**config.mk**
```make
export PLATFORM = sky130hd
export DESIGN_NAME = baccarat_fsm
export DESIGN_NICKNAME = d
export VERILOG_FILES = /design/src/rtl/baccarat_fsm.sv
export SDC_FILE = /design/constraint.sdc
export NUM_CORES = 1
export LEC_CHECK = 0
export CAP_MARGIN = 20
export CORE_MARGIN = 1
export CORE_UTILIZATION = 44
export DETAILED_ROUTE_END_ITERATION = 6
export PLACE_DENSITY = 0.81
export SLEW_MARGIN = 10
export SYNTH_ARGS = -nofsm -noshare
export SYNTH_HDL_FRONTEND = slang
export SYNTH_SLANG_ARGS = --single-unit
```
**constraint.sdc**
```tcl
create_clock -name slow_clock -period 2.3 [get_ports slow_clock]
set_input_delay 0.46 -clock slow_clock [delete_from_list [all_inputs] [get_ports slow_clock]]
set_output_delay 0.46 -clock slow_clock [all_outputs]
set_load 0.02 [all_outputs]
```
**src/rtl/baccarat_fsm.sv**
```systemverilog
// Baccarat hand controller: sequences the six card-load strobes, applies the
// natural / player / banker drawing rules and latches the win lights.
// Define BACCARAT_FSM_DEBUG_EN to expose state_out and enable the dwell checker.
module baccarat_fsm (
    input  logic       slow_clock,
    input  logic       resetb,
    input  logic [3:0] pscore,
    input  logic [3:0] dscore,
    input  logic [3:0] pcard3,
    output logic       load_pcard1,
    output logic       load_pcard2,
    output logic       load_pcard3,
    output logic       load_dcard1,
    output logic       load_dcard2,
    output logic       load_dcard3,
    output logic       player_win_light,
    output logic       dealer_win_light
`ifdef BACCARAT_FSM_DEBUG_EN
    ,
    output logic [3:0] state_out
`endif
);

    typedef enum logic [3:0] {
        S_START = 4'd0,
        S_P1    = 4'd1,
        S_D1    = 4'd2,
        S_P2    = 4'd3,
        S_D2    = 4'd4,
        S_CHK   = 4'd5,
        S_P3    = 4'd6,
        S_CHK3  = 4'd7,
        S_D3    = 4'd8,
        S_SCORE = 4'd9,
        S_DONE  = 4'd10
    } state_t;

    state_t     state_q, state_d;
    logic [5:0] load_d;
    logic       pwin_d, dwin_d;

    // Scores of 10 or more never count as a natural.
    function automatic logic is_natural(input logic [3:0] s);
        return (s == 4'd8) || (s == 4'd9);
    endfunction

    // Face cards (J/Q/K) contribute 0 to the banker decision.
    function automatic logic banker_draws(input logic [3:0] d, input logic [3:0] c3);
        logic [3:0] v;
        v = (c3 <= 4'd9) ? c3 : 4'd0;
        case (d)
            4'd0, 4'd1, 4'd2: return 1'b1;
            4'd3:             return v != 4'd8;
            4'd4:             return (v >= 4'd2) && (v <= 4'd7);
            4'd5:             return (v >= 4'd4) && (v <= 4'd7);
            4'd6:             return (v >= 4'd6) && (v <= 4'd7);
            default:          return 1'b0;
        endcase
    endfunction

    always_ff @(posedge slow_clock or negedge resetb) begin
        if (!resetb) begin
            state_q          <= S_START;
            load_pcard1      <= 1'b0;
            load_dcard1      <= 1'b0;
            load_pcard2      <= 1'b0;
            load_dcard2      <= 1'b0;
            load_pcard3      <= 1'b0;
            load_dcard3      <= 1'b0;
            player_win_light <= 1'b0;
            dealer_win_light <= 1'b0;
        end else begin
            state_q          <= state_d;
            load_pcard1      <= load_d[0];
            load_dcard1      <= load_d[1];
            load_pcard2      <= load_d[2];
            load_dcard2      <= load_d[3];
            load_pcard3      <= load_d[4];
            load_dcard3      <= load_d[5];
            player_win_light <= pwin_d;
            dealer_win_light <= dwin_d;
        end
    end

    always_comb begin
        state_d = state_q;
        case (state_q)
            S_START: state_d = S_P1;
            S_P1:    state_d = S_D1;
            S_D1:    state_d = S_P2;
            S_P2:    state_d = S_D2;
            S_D2:    state_d = S_CHK;
            S_CHK: begin
                if (is_natural(pscore) || is_natural(dscore)) state_d = S_DONE;
                else if (pscore <= 4'd5)                      state_d = S_P3;
                else if (dscore <= 4'd5)                      state_d = S_D3;
                else                                          state_d = S_DONE;
            end
            S_P3:    state_d = S_CHK3;
            S_CHK3:  state_d = banker_draws(dscore, pcard3) ? S_D3 : S_DONE;
            S_D3:    state_d = S_SCORE;
            S_SCORE: state_d = S_DONE;
            S_DONE:  state_d = S_DONE;
            default: state_d = S_START;
        endcase
    end

    // Outputs are decoded from the next state so the registered strobes line up with their state.
    always_comb begin
        load_d = 6'b0;
        case (state_d)
            S_P1:    load_d[0] = 1'b1;
            S_D1:    load_d[1] = 1'b1;
            S_P2:    load_d[2] = 1'b1;
            S_D2:    load_d[3] = 1'b1;
            S_P3:    load_d[4] = 1'b1;
            S_D3:    load_d[5] = 1'b1;
            default: load_d = 6'b0;
        endcase
        pwin_d = player_win_light;
        dwin_d = dealer_win_light;
        if (state_q != S_DONE && state_d == S_DONE) begin
            pwin_d = pscore >= dscore;
            dwin_d = dscore >= pscore;
        end
    end

`ifdef BACCARAT_FSM_DEBUG_EN
    logic [3:0] cyc_cnt;

    function automatic logic [3:0] sat_inc(input logic [3:0] c);
        return (c == 4'd15) ? c : c + 4'd1;
    endfunction

    always_ff @(posedge slow_clock or negedge resetb) begin
        if (!resetb)                cyc_cnt <= 4'd0;
        else if (state_d != state_q) cyc_cnt <= 4'd0;
        else                        cyc_cnt <= sat_inc(cyc_cnt);
    end

    // Every state except S_DONE is transient; a repeat means the sequencing broke.
    always_ff @(posedge slow_clock) begin
        if (resetb && state_q != S_DONE && cyc_cnt != 4'd0)
            $error("baccarat_fsm: state %0d held for %0d extra cycles", state_q, cyc_cnt);
    end

    assign state_out = state_q;
`endif

endmodule

```
==> results by group <==
Status
  • Outcome: completed

Clocking
  • CTS tree: built
  • Cts bufs inserted: 3
  • # hold bufs at CTS: 0
  • Clock root cell: clkbuf_4
  • Worst-path clk slew: 0.06 ns
  • Worst-case clock buffer depth: 2
  • H-tree levels: 1
  • Number of setup buffers added after CTS: 0
  • Resized cells post-CTS: 0
  • Clock Sinks: 12
  • Clk_lat worst skew: ~0.27 ns

Yosys
  • Post-synthesis net count: 95
  • Synth Register Bits: 12
  • YS warnings: 0
  • Cells after synthesis: 77
  • Synth Cell Area: 716.9 um^2
  • Syn avg cell area: 9.311 um^2
  • Post-synthesis sequential area ratio: 41.88%
  • Cell variety after synth: 29

GRT
  • GRT overflow: 0
  • All-Layer GR Usage: 19.53%
  • First-pass GRT wire length: roughly 2.6 mm
  • Initial antenna violation count: 0
  • Number of global-route vias before repair: 624
  • Largest net degree at the start of global routing: 13

Drt
  • Wire length on met1: 686 um
  • Vias: about 650
  • Highest routed layer: met4
  • WL met2: about 760 um
  • Pre-Repair DR Iteration Count: 4
  • WL met3: 68 um
  • Number of routed nets with antenna violations: 0
  • Residual DRC: 0
  • Wire per inst: 13.29 um
  • Vias per std cell: 5.538
  • DRT iter0 DRCs: 15
  • DRT Wirelength: 1.555 mm

Setup path
  • Slowest-stage cell, CP: clkdlybuf4s50_1
  • CP max FO: 3
  • Delay of the slowest critical-path stage: roughly 0.44 ns
  • Setup Crit Path Kind: in2reg
  • Sequence of cells on the critical path: clkdlybuf4s50_1 -> or3b_1 -> a221oi_2 -> nor3_1 -> a21o_1 -> o211a_2 -> mux2_4
  • Worst path required time: 2.45 ns
  • Reg2reg path depth: 6
  • CP Launch Type: input pin
  • Worst r2r dst: dealer_win_light$_DFFE_PN0P_
  • Nature of the critical path endpoint: flip-flop
  • Critical R2R Launch: state_q[2]$_DFF_PN0_
  • Reg2Reg Setup Slack: around 0.52 ns
  • Data arrival, critical path: 2.24 ns

Min path
  • Hold WC Path Type: reg2reg
  • Hold wc startpoint: player_win_light$_DFFE_PN0P_
  • WHS Path Cells: 1
  • Hold Path End: player_win_light$_DFFE_PN0P_

Placement
  • Dpl cells: 114
  • Detailed Place HPWL: roughly 1.3 mm
  • PortBufs: 21
  • Dpl ws: -0.07774 ns
  • GP Congestion: 0.8036

STA
  • Layout Skew: 0.0009909 ns
  • Minimum hold slack: between 0.5 and 0.6 ns
  • Fmax: 0.4790 GHz
  • Tmin final: ~2.1 ns
  • Final Hold Fails: 0
  • Worst-Margin Slew: 0.5088 ns
  • RSZ-0062 raised after global routing: false
  • Setup WS post-layout: around 0.21 ns
  • Final Max Tran Viols: 0
  • Slew headroom: 65.97%
  • Finish-stage setup viols: 0
  • Period utilization: between 90% and 100%

Layout
  • Syn-to-layout area delta: 36.82%
  • Register Area: 300.3 um^2
  • Layout fillers: 123
  • Area of the multi-input gates: around 360 um^2
  • Non-filler instance count after layout: 117
  • Final nets: 121
  • Layout cells sized above 1: 11.88%
  • Antenna cells: 0

Die
  • Die area: 1795 um^2
  • Io pins: 22
  • Core area: 1506 um^2
  • FP Rows: 14
  • Initial core utilization: 47.59%
  • Chip Width: 42.37 um
  • Height of the die: 42.37 um

Job
  • MaxCap Viol Count: 0

Power and ir drop
  • PD cells: 1043 nW/um^2
  • VDD IR max: 0.5966 mV
  • Pwr Total: 1.023 mW
  • Leak: 0.4568 nW
==> cell usage after synthesis <==
| library cell | n | share of area (%) |
|---|---|---|
| nor4_1 | 2 | 1.7 |
| nand3_1 | 1 | 0.70 |
| buf_2 | 3 | 2.1 |
| clkbuf_1 | 1 | 0.52 |
| a221oi_1 | 1 | 1.2 |
| nand2b_1 | 4 | 3.5 |
| or3b_1 | 1 | 1.2 |
| nand2_1 | 3 | 1.6 |
| a21oi_1 | 6 | 4.2 |
| nor2_1 | 6 | 3.1 |
| o22ai_1 | 1 | 0.87 |
| o21bai_1 | 1 | 1.0 |
| o21a_1 | 1 | 1.0 |
| xnor2_1 | 1 | 1.2 |
| a21o_1 | 2 | 2.1 |
| inv_2 | 1 | 0.52 |
| o21ai_0 | 5 | 3.5 |
| a32o_1 | 1 | 1.4 |
| a22oi_1 | 1 | 1.0 |
| a2111oi_0 | 1 | 1.2 |
| dfrtp_1 | 12 | 42 |
| a221oi_2 | 1 | 2.1 |
| nor3_1 | 4 | 2.8 |
| mux2_4 | 2 | 4.2 |
| inv_1 | 8 | 4.2 |
| o211a_2 | 1 | 1.4 |
| o221ai_1 | 1 | 1.2 |
| ha_1 | 4 | 7.0 |
| mux2i_1 | 1 | 1.4 |
==> flip-flops by register name (all words and copies together) (netlist names) <==
signal and count:
state_q 4, dealer_win_light 1, load_dcard1 1, load_dcard2 1, load_dcard3 1, load_pcard1 1
load_pcard2 1, load_pcard3 1, player_win_light 1
==> logic make-up (layout without fill, tap and decap cells) <==
family	count (synthesis)	count (layout)	synth area share [%]
AO/OA/AOI/OAI	23	23	22.34
flip-flops	12	12	41.89
XOR/XNOR	1	1	1.222
buffers and inverters	13	37	7.328
AND/OR/NAND/NOR	21	21	14.66
adder cells (fa/ha/maj)	4	4	6.981
multiplexers	3	3	5.585
==> area by class of cell <==
cell class                 count  share of cell area, %
multi-input combinational     52                  37.12
sequential                    12                  30.61
timing repair buffer          25                  24.49
inverter                       9                  3.444
clock buffer                   3                  2.296
tap                           16                  2.041
==> critical path, delay by kind of cell <==
family          cells  cell delay (ns)
mux                 1             0.30
compound gates      3             0.58
simple gates        2             0.47
buf+inv             1             0.44
==> where the power goes <==
| part | internal [mW] | switching [mW] |
|---|---|---|
| sequential | 0.295 | 0.106 |
| combinational | 0.270 | 0.231 |
| clock | 0.0606 | 0.0603 |
==> per-stage QoR <==
step                setup TNS, ns  util [%]  cell area [um^2]
floorplan                       0         -             716.9
global placement         -0.02837     63.62             958.4
detailed placement        -0.1520     63.62             958.4
CTS                             0     65.12             980.9
global route                    0     65.12             980.9
finish                          0     65.12             980.9
==> layer usage <==
metal	global-route usage [%]	vias up
met3	6.897	6
met4	4.375	0
met2	33.85	20
met5	0	-
met1	23.12	298
li1	-	324
==> how the worst max path moves through the flow <==
stage | startpoint | end | slack (ns) | cells after the start
2_1_floorplan | dscore[0] | dealer_win_light$_DFFE_PN0P_ | 0.45 | 6
3_3_place_gp | pcard3[1] | player_win_light$_DFFE_PN0P_ | -0.01 | 7
3_5_place_dp | dscore[0] | dealer_win_light$_DFFE_PN0P_ | -0.08 | 7
4_1_cts | dscore[0] | dealer_win_light$_DFFE_PN0P_ | 0.21 | 7
5_1_grt | dscore[0] | player_win_light$_DFFE_PN0P_ | 0.16 | 7
6_report | dscore[0] | dealer_win_light$_DFFE_PN0P_ | 0.21 | 7
==> placed cells by master (no fill, tap or decap), types with 2 or more instances in the layout <==
master           Yosys  layout
a21oi_1              6       6
nor4_1               2       2
nand2b_1             4       4
nor3_1               4       4
a21o_1               2       2
inv_1                8       8
buf_4                0       4
nand2_1              3       3
nor2_1               6       6
dfrtp_1             12      12
ha_1                 4       4
mux2_4               2       2
o21ai_0              5       5
clkbuf_4             0       3
clkdlybuf4s50_1      0      21
Note: power is estimated with default switching activity, not from simulation.
